[config.mk]
export PLATFORM = sky130hd
export DESIGN_NAME = mlp_weight_loader
export DESIGN_NICKNAME = d
export VERILOG_FILES = /design/src/rtl/mlp_weight_loader.sv
export SDC_FILE = /design/constraint.sdc
export NUM_CORES = 1
export LEC_CHECK = 0
export BUFFER_PORTS_ARGS = -buffer_cell sky130_fd_sc_hd__buf_2
export CORE_MARGIN = 5
export CORE_UTILIZATION = 55
export DETAILED_ROUTE_END_ITERATION = 6
export GPL_ROUTABILITY_DRIVEN = 0
export PLACE_DENSITY = 0.89
export SLEW_MARGIN = 20
export SYNTH_ARGS = -nofsm -noshare
export SYNTH_HDL_FRONTEND = slang
export SYNTH_SLANG_ARGS = --single-unit
[constraint.sdc]
create_clock -name clk -period 3.2 [get_ports clk]
set_input_delay 0.16 -clock clk [delete_from_list [all_inputs] [get_ports clk]]
set_output_delay 0.16 -clock clk [all_outputs]
set_load 0.01 [all_outputs]
[src/rtl/mlp_weight_loader.sv]
// Serial weight loader: fills a shadow bank one word per handshake and commits
// the complete set atomically to the active bank that drives the weight bus.
module mlp_weight_loader #(
    parameter  int unsigned NUM_W  = 9,
    parameter  int unsigned W_BITS = 4,
    localparam int unsigned CNT_W  = $clog2(NUM_W + 1),
    localparam int unsigned FLAT_W = NUM_W * W_BITS
) (
    input  logic              clk,
    input  logic              rst_n,
    input  logic              start,
    input  logic              abort,
    input  logic              in_valid,
    input  logic [W_BITS-1:0] in_data,
    output logic              in_ready,
    output logic              busy,
    output logic              load_done,
    output logic              weights_valid,
    output logic [CNT_W-1:0]  load_count,
    output logic [FLAT_W-1:0] weights_flat
);

    typedef enum logic {
        IDLE = 1'b0,
        LOAD = 1'b1
    } state_e;

    localparam logic [CNT_W-1:0] LAST_IDX = CNT_W'(NUM_W - 1);

    state_e              state_q, state_d;
    logic [CNT_W-1:0]    load_count_q, load_count_d;
    logic [FLAT_W-1:0]   shadow_q, shadow_d;
    logic [FLAT_W-1:0]   active_q, active_d;
    logic                weights_valid_q, weights_valid_d;
    logic                load_done_q, load_done_d;
    logic                word_accept;

    // State and bank registers
    always_ff @(posedge clk or negedge rst_n) begin
        if (!rst_n) begin
            state_q         <= IDLE;
            load_count_q    <= '0;
            shadow_q        <= '0;
            active_q        <= '0;
            weights_valid_q <= 1'b0;
            load_done_q     <= 1'b0;
        end else begin
            state_q         <= state_d;
            load_count_q    <= load_count_d;
            shadow_q        <= shadow_d;
            active_q        <= active_d;
            weights_valid_q <= weights_valid_d;
            load_done_q     <= load_done_d;
        end
    end

    // Next-state: abort beats a same-cycle handshake, including on the final word
    always_comb begin
        state_d         = state_q;
        load_count_d    = load_count_q;
        shadow_d        = shadow_q;
        active_d        = active_q;
        weights_valid_d = weights_valid_q;
        load_done_d     = 1'b0;
        word_accept     = in_valid && (state_q == LOAD);

        case (state_q)
            IDLE: begin
                if (start) begin
                    state_d      = LOAD;
                    load_count_d = '0;
                end
            end
            LOAD: begin
                if (abort) begin
                    state_d      = IDLE;
                    load_count_d = '0;
                end else if (word_accept) begin
                    for (int unsigned k = 0; k < NUM_W; k++) begin
                        if (load_count_q == CNT_W'(k)) begin
                            shadow_d[k*W_BITS +: W_BITS] = in_data;
                        end
                    end
                    if (load_count_q == LAST_IDX) begin
                        // shadow_d already carries the final word, so commit it whole
                        active_d        = shadow_d;
                        weights_valid_d = 1'b1;
                        load_done_d     = 1'b1;
                        load_count_d    = '0;
                        state_d         = IDLE;
                    end else begin
                        load_count_d = load_count_q + CNT_W'(1);
                    end
                end
            end
            default: begin
                state_d      = IDLE;
                load_count_d = '0;
            end
        endcase
    end

    assign in_ready      = (state_q == LOAD);
    assign busy          = (state_q == LOAD);
    assign load_done     = load_done_q;
    assign weights_valid = weights_valid_q;
    assign load_count    = load_count_q;
    assign weights_flat  = active_q;

endmodule

==> results.cfg, run 1 <==
[run_status]
status = finished, final reports clean

[placed_design]
hpwl_um = 3940
place_ws_ns = 0.943
port_buffers = 52
place_area_um2 = 3420

[setup_path]
cp-start-kind = flip-flop
crit_buf_inv = 1
critPathKind = flip-flop to flip-flop
critPathMaxFanout = 19
worstPathRequired_ns = 3.43
crit_chain = and3b_1 -> and4b_2 -> buf_4 -> mux2_4
cp_top_family = simple AND/OR/NAND/NOR gates
cp_slowest_cell = and4b_2
cp.arrival_ns = 2.52
cpPeakStageDelay_ns = 0.69
cp-end-kind = flip-flop

[detailed_routing]
routedWlPerCell_um = 18.2
firstDrtPassIters = 4
wirelength_um = 5870
drtIter0Drc = 83
vias_per_cell = 5.36
drc = 0
detail-route-antenna-nets = 0
num_vias = 1732

[final_layout]
post-route-util = 0.655
finalInstanceArea_um2 = 3630
area_delta_synth_final_pct = 15.7
final_nets = 262
drive_above_1_share = 0.550
n_antenna_cell = 0
layout_common_cells = dfrtp_1 (75), buf_2 (52), mux2_4 (34), mux2_2 (34), clkbuf_8 (10)
fillCellCount = 410
final_common_cell = dfrtp_1

[logic_synthesis]
synth_cell_type_count = 26
synthSimpleGateAreaFrac = 0.0474
synthMuxAreaShare = 0.285
avgSynthCellArea_um2 = 16.2
synth_compound_area_frac = 0.0191
synth_fp_nets = 207
yosysTopAreaCellShare = 0.598
synth_fa_ha_area_frac = 0.0159
synth_top_family_by_area = multiplexers
synth-xor-area-share = 0
synth_seq_cells = 75
synth_seq_area_share = 0.598
ys_warn_count = 0
syn_inst = 194
yosysTopAreaCell = dfrtp_1
synth.area.top_cells = dfrtp_1 (60%), mux2_4 (16%), mux2_2 (12%), buf_6 (2.2%), ha_1 (1.6%)
syn_area_um2 = 3140

[floorplanning]
rows = 27
io_pins = 53
die_area_um2 = 7320
die_w_um = 85.5
die_h_um = 85.5
core_region_area_um2 = 5540
initial_core_util = 0.566

[pwr]
switching_power_w = 0.000444
power.total_w = 0.00200
vdd_drop_max_uv = 417
sw_frac_of_total = 0.222
seq_power_share = 0.538
clockPowerShare = 0.381
power_frac_comb = 0.081
power_density_nw_per_um2 = 551
p_leak_nw = 1.92
p_int_w = 0.00156

[timing]
min_period_ns = 2.28
post-route-period-util = 0.714
fin_skew_ns = 0.00641
slew_viol_final = 0
tns_ns = 0
worst_slack_ns = 0.916
relSlewSlack = 0.455
rsz0062_at_grt = false
clock.fmax_mhz = 438
hold_violations = 0
finalSetupViolations = 0
worstMarginPinSlew_ns = 0.817

[clock_network]
cts_tree = done
clock_sinks = 75
clk_pin_slew_ns = 0.07
cts.htree.levels = 3
insertion_delay_ns = 0.35
cts_root_buf = clkbuf_8
numCtsBuffers = 9
cts_buffer_depth = 2

[job]
max-cap-violations = 0

[grt]
grt_pass1_wl_um = 9960
grt_pass1_vias = 1808
antenna_found_initial = 0
grt-ovfl-total = 0
grt_max_degree = 68
track_usage = 0.183

[worst_hold_path]
hp-class = input pin to flip-flop
-- cell type report --
| type | instances | area, um^2 | area share |
|---|---|---|---|
| flip-flops and latches | 75 | 1880 | 0.517 |
| multi-input cells | 103 | 1150 | 0.318 |
| repair buffers | 56 | 293 | 0.0806 |
| clock buffers | 10 | 138 | 0.0379 |
| well taps | 72 | 90.1 | 0.0248 |
| clock inverters | 3 | 65.1 | 0.0179 |
| inverters | 4 | 15.0 | 0.00414 |
-- power by group through the flow --
stage	combinational, W	sequential, W	clock (W)
floorplan	0.000111	0.00108	0
global placement	0.000156	0.00109	0
detailed placement	0.000164	0.00109	0
CTS	0.000166	0.00108	0.000777
global route	0.000186	0.00109	0.000817
finish	0.000163	0.00108	0.000761
-- path summary, 6_finish.rpt --
check	startpoint	to	slack [ns]	cells after the start
max	busy	weights_flat[7]	0.92	4
min in group asynchronous	rst_n	shadow_q[7]	0.19	2
max reg2reg	busy	weights_flat[7]	0.92	4
min	start	busy	0.07	2
min reg2reg	weights_valid	weights_valid	0.46	1
max in group asynchronous	rst_n	weights_flat[28]	1.95	3
-- flip-flops by register name (all words and copies together) (netlist names) --
signal and cells:
weights_valid 1, shadow_q 32, load_done 1, busy 1
weights_flat 36, load_count 4
-- stage by stage --
step	hold WS, ns	instances
3_3_place_gp	0.0109	309
6_report	0.0651	323
5_1_grt	0.0654	323
3_5_place_dp	0.0181	309
2_1_floorplan	-0.136	194
4_1_cts	0.0521	323
-- repair_timing --
| action | in CTS | in global routing |
|---|---|---|
| gates resized for setup | 0 | 0 |
| hold buffers | 1 | 0 |
| buffers inserted | 0 | 0 |
| hold endpoints to repair | 8 | 0 |
-- Yosys cell counts --
master    number
nand2_1        1
nor2b_1        1
nand3b_1       2
mux2_4        34
buf_4          1
clkbuf_1       1
nand3_1        4
nand2b_1       2
buf_6          6
nor2_1         2
a311oi_1       1
o31ai_1        2
or2_2          1
and4_1         4
a221o_1        1
nand4b_1       1
mux2_2        34
and3b_1        1
nor3b_1        2
o21ai_0        4
ha_1           4
o22ai_1        1
and4b_1        1
dfrtp_1       75
buf_1          4
inv_1          4
-- logic make-up (layout without fill, tap and decap cells) --
| logic type | after synthesis | count (layout) |
|---|---|---|
| flops | 75 | 75 |
| mux | 68 | 68 |
| compound gates | 9 | 9 |
| buf+inv | 16 | 73 |
| simple gates | 22 | 22 |
| fa+ha+maj | 4 | 4 |
-- metal layers --
layer	track usage	up-vias	share of wire
met5	0	-	0
met1	0.242	880	0.45
met3	0.0500	12	0.056
met4	0.108	0	0.026
met2	0.270	45	0.47
li1	-	795	-
Note: power is estimated with default switching activity, not from simulation.
==> inputs of run 2 (changes only) <==
- clock period: 3.2 -> 2.2 ns (I/O delays scaled with it)
==> results.cfg, run 2 (synthesis results as in run 1) <==
[floorplanning]
initial_core_util = 0.566
die_area_um2 = 7320
die_w_um = 85.5
io_pins = 53
die_h_um = 85.5
rows = 27
core_region_area_um2 = 5540

[grt]
grt_pass1_vias = 1758
track_usage = 0.169
grt-ovfl-total = 0
grt_max_degree = 47
grt_pass1_wl_um = 9360
antenna_found_initial = 0

[clock_network]
clock_sinks = 75
numCtsBuffers = 9
cts_tree = done
cts.htree.levels = 3
cts_resized = 0
cts_buffer_depth = 2
clk_pin_slew_ns = 0.08
cts_root_buf = clkbuf_8
insertion_delay_ns = 0.35

[timing]
post-route-period-util = 0.850
tns_ns = 0
worst_slack_ns = 0.331
min_period_ns = 1.87
rsz0062_at_grt = false
finalSetupViolations = 0
fin_skew_ns = 0.00960
hold_violations = 0
worstMarginPinSlew_ns = 0.601
clock.fmax_mhz = 535
slew_viol_final = 0
relSlewSlack = 0.599

[pwr]
clockPowerShare = 0.412
seq_power_share = 0.509
switching_power_w = 0.000693
power_frac_comb = 0.079
vdd_drop_max_uv = 602
power_density_nw_per_um2 = 825
sw_frac_of_total = 0.226
p_int_w = 0.00237
p_leak_nw = 1.95
power.total_w = 0.00306

[final_layout]
ff_latch_area_um2 = 1880
layout_common_cells = dfrtp_1 (75), buf_2 (52), mux2_4 (34), mux2_2 (34), clkbuf_8 (9)
drive_above_1_share = 0.555
final_common_cell = dfrtp_1
largest_reg_flops = 36
n_antenna_cell = 0
fillCellCount = 407
multiInputGateArea_um2 = 1150
area_delta_synth_final_pct = 18.3
finalInstanceArea_um2 = 3710
stdcell_count = 328
final_nets = 264

[placed_design]
placedCellCount = 310
place_ws_ns = 0.378
place_area_um2 = 3450
port_buffers = 52
hpwl_um = 3910

[setup_path]
timing.rr.end = weights_flat[12]
r2r_cells = 4
worstPathRequired_ns = 2.43
cp-start-kind = flip-flop
cp-end-kind = flip-flop
critPathKind = flip-flop to flip-flop
startpoint = busy
ff2ff_setup_slack_ns = 0.33
cp-endpoint = weights_flat[12]
r2r-start = busy
cp.arrival_ns = 2.10
critPathMaxFanout = 13

[run_status]
status = finished, final reports clean

[detailed_routing]
wirelength_um = 5730
drtIter0Drc = 55
detail-route-antenna-nets = 0
routedWlPerCell_um = 17.5
drc = 0
vias_per_cell = 5.23
firstDrtPassIters = 4
num_vias = 1717

[worst_hold_path]
hp-class = input pin to flip-flop

[job]
max-cap-violations = 0
[run 2: cell types whose count changed in the layout (fill, tap and decap cells not counted)]
cell / change
buf_4: -1
clkinvlp_4: +1
clkinv_4: +1
clkinv_2: +1
dlygate4sd3_1: +1
buf_12: +2
clkbuf_8: -1
bufinv_16: +1
[run 2: power by group through the flow]
stage                     clock network [W]  registers, W  logic [W]
final                               0.00126       0.00156   0.000242
after global routing                0.00135       0.00157   0.000271
after CTS                           0.00128       0.00156   0.000246
after detailed placement                  0       0.00159   0.000243
after global placement                    0       0.00158   0.000231
after floorplan                           0       0.00157   0.000161
[run 2: layout make-up]
type                    instances  area share
multi-input cells             103       0.311
inverters                       4     0.00405
flip-flops and latches         75       0.506
well taps                      72      0.0243
clock inverters                 7      0.0314
clock buffers                   9      0.0334
repair buffers                 58      0.0904
[run 2: how the worst min path moves through the flow]
stage                     start             to  depth (start not counted)
after detailed placement  rst_n    shadow_q[5]                          1
after global placement    rst_n    shadow_q[5]                          1
final                     abort  load_count[1]                          4
after global routing      abort  load_count[1]                          4
after CTS                 abort  load_count[1]                          4
after floorplan           rst_n           busy                          0
[run 2: per-layer routing]
metal / vias up / wire length (um) / track usage / share of wire
met2: 47 / 2620 / 0.258 / 0.46
li1: 802 / - / - / -
met3: 12 / 267 / 0.0442 / 0.047
met5: - / 0 / 0 / 0
met1: 856 / 2700 / 0.225 / 0.47
met4: 0 / 140 / 0.0849 / 0.024
[run 2: critical path, cell delays in order (launching register included)]
cell and delay, ns:
dfrtp_1 0.46, and3b_1 0.37, and4b_2 0.32, buf_4 0.28, mux2_4 0.33
[run 2: repair_timing]
action	CTS	global route
buffers inserted	0	0
hold buffers	2	0
endpoints found under the hold margin	25	0
[run 2: through the flow]
step,utilization,hold slack [ns]
6_report,0.670,0.124
5_1_grt,0.670,0.129
4_1_cts,0.670,0.109
3_5_place_dp,0.623,0.145
3_3_place_gp,0.623,0.131
2_1_floorplan,-,-0.186
==> inputs of run 3 (changes only) <==
- clock period: 2.2 -> 1.9 ns (I/O delays scaled with it)
==> results.cfg, run 3 (synthesis results as in run 1) <==
[detailed_routing]
drtIter0Drc = 72
vias_per_cell = 5.26
detail-route-antenna-nets = 0
firstDrtPassIters = 4
wirelength_um = 5720
routedWlPerCell_um = 17.3
num_vias = 1737
drc = 0

[clock_network]
cts.htree.levels = 3
clock_sinks = 75
cts_buffer_depth = 2
cts_root_buf = clkbuf_8
clk_pin_slew_ns = 0.07
numCtsBuffers = 9
insertion_delay_ns = 0.34
post_cts_buffers = 0
cts_tree = done

[timing]
fin_skew_ns = 0.00752
slew_viol_final = 0
tns_ns = 0
clock.fmax_mhz = 577
rsz0062_at_grt = false
relSlewSlack = 0.611
finalSetupViolations = 0
worstMarginPinSlew_ns = 0.582
min_period_ns = 1.73
worst_slack_ns = 0.167
hold_violations = 0
post-route-period-util = 0.912

[floorplanning]
rows = 27
initial_core_util = 0.566
core_region_area_um2 = 5540
io_pins = 53
die_h_um = 85.5
die_area_um2 = 7320
die_w_um = 85.5

[setup_path]
cp.arrival_ns = 1.96
cp-start-kind = flip-flop
ff2ff_setup_slack_ns = 0.17
timing.rr.end = weights_flat[28]
critPathKind = flip-flop to flip-flop
critPathMaxFanout = 23
r2r-start = load_count[0]
cpPeakStageDelay_ns = 0.38
crit_chain = inv_1 -> ha_1 -> and4b_2 -> buf_12 -> mux2_2
r2r_cells = 5
cp_slowest_cell = dfrtp_1
worstPathRequired_ns = 2.13
cp-end-kind = flip-flop

[placed_design]
place_area_um2 = 3490
place_ws_ns = 0.174
hpwl_um = 3870
port_buffers = 52
placedCellCount = 313

[pwr]
p_leak_nw = 1.96
power_density_nw_per_um2 = 912
vdd_drop_max_uv = 685

[final_layout]
fillCellCount = 396
n_antenna_cell = 0
drive_above_1_share = 0.554
layout_common_cells = dfrtp_1 (75), buf_2 (52), mux2_4 (34), mux2_2 (34), clkbuf_8 (9)
finalInstanceArea_um2 = 3710
stdcell_count = 330
final_common_cell = dfrtp_1
largest_reg_flops = 36
area_delta_synth_final_pct = 18.3
final_nets = 267
post-route-util = 0.670

[grt]
grt-ovfl-total = 0
track_usage = 0.175
grt_pass1_wl_um = 9780
grt_max_degree = 76
grt_pass1_vias = 1864
antenna_found_initial = 0

[worst_hold_path]
hp-class = input pin to flip-flop
min_to = load_count[1]
min_from = abort
hold_depth = 4

[job]
max-cap-violations = 0

[run_status]
status = finished, final reports clean
-- run 3: cell types whose count changed in the layout (fill, tap and decap cells not counted) --
cell | before | now
buf_4 | 2 | 4
buf_12 | 2 | 3
bufinv_16 | 3 | 2
clkbuf_1 | 0 | 1
clkinvlp_4 | 1 | 0
-- run 3: critical path: cells and delay by family (launching register included) --
| kind | cells | cell delay, ns |
|---|---|---|
| flip-flops | 1 | 0.38 |
| AND/OR/NAND/NOR | 1 | 0.36 |
| multiplexers | 1 | 0.35 |
| buffers and inverters | 2 | 0.32 |
| adder cells (fa/ha/maj) | 1 | 0.22 |
-- run 3: cell type report --
type                    instances  area (um^2)  share of cell area
clock buffers                  10          128              0.0344
clock inverters                 5         78.8              0.0212
inverters                       4         15.0             0.00404
multi-input cells             103         1150               0.311
flip-flops and latches         75         1880               0.506
well taps                      72         90.1              0.0243
repair buffers                 61          370              0.0998
-- run 3: report_power, final --
| part | switching (W) | total (W) | internal (W) |
|---|---|---|---|
| logic | 0.000148 | 0.000310 | 0.000162 |
| registers | 0.0000662 | 0.00179 | 0.00172 |
| clock network | 0.000556 | 0.00129 | 0.000730 |
| total | 0.000770 | 0.00339 | 0.00262 |
-- run 3: per-stage QoR --
| stage | hold slack [ns] | power (W) |
|---|---|---|
| after floorplan | -0.201 | 0.00200 |
| after global placement | 0.147 | 0.00211 |
| after detailed placement | 0.153 | 0.00213 |
| after CTS | 0.0784 | 0.00342 |
| after global routing | 0.121 | 0.00353 |
| final | 0.0942 | 0.00339 |
-- run 3: worst max path at each step --
| stage | startpoint | end | slack [ns] | cells after the start |
|---|---|---|---|---|
| CTS | load_count[0] | weights_flat[28] | 0.17 | 5 |
| global route | load_count[0] | weights_flat[28] | 0.11 | 5 |
| detailed placement | load_count[0] | weights_flat[28] | 0.17 | 5 |
| global placement | load_count[0] | weights_flat[28] | 0.25 | 5 |
| finish | load_count[0] | weights_flat[28] | 0.17 | 5 |
| floorplan | busy | weights_flat[0] | 0.22 | 6 |
-- run 3: routing by layer --
metal | up-vias | part of all wire | global-route usage
met3 | 11 | 0.047 | 0.0336
li1 | 811 | - | -
met2 | 45 | 0.47 | 0.272
met5 | - | 0 | 0
met1 | 870 | 0.46 | 0.233
met4 | 0 | 0.024 | 0.0950
-- run 3: what timing repair did --
action	in CTS	in global routing
resized for setup	0	0
endpoints found under the hold margin	76	0
hold buffers	2	0
setup endpoints to repair	0	0
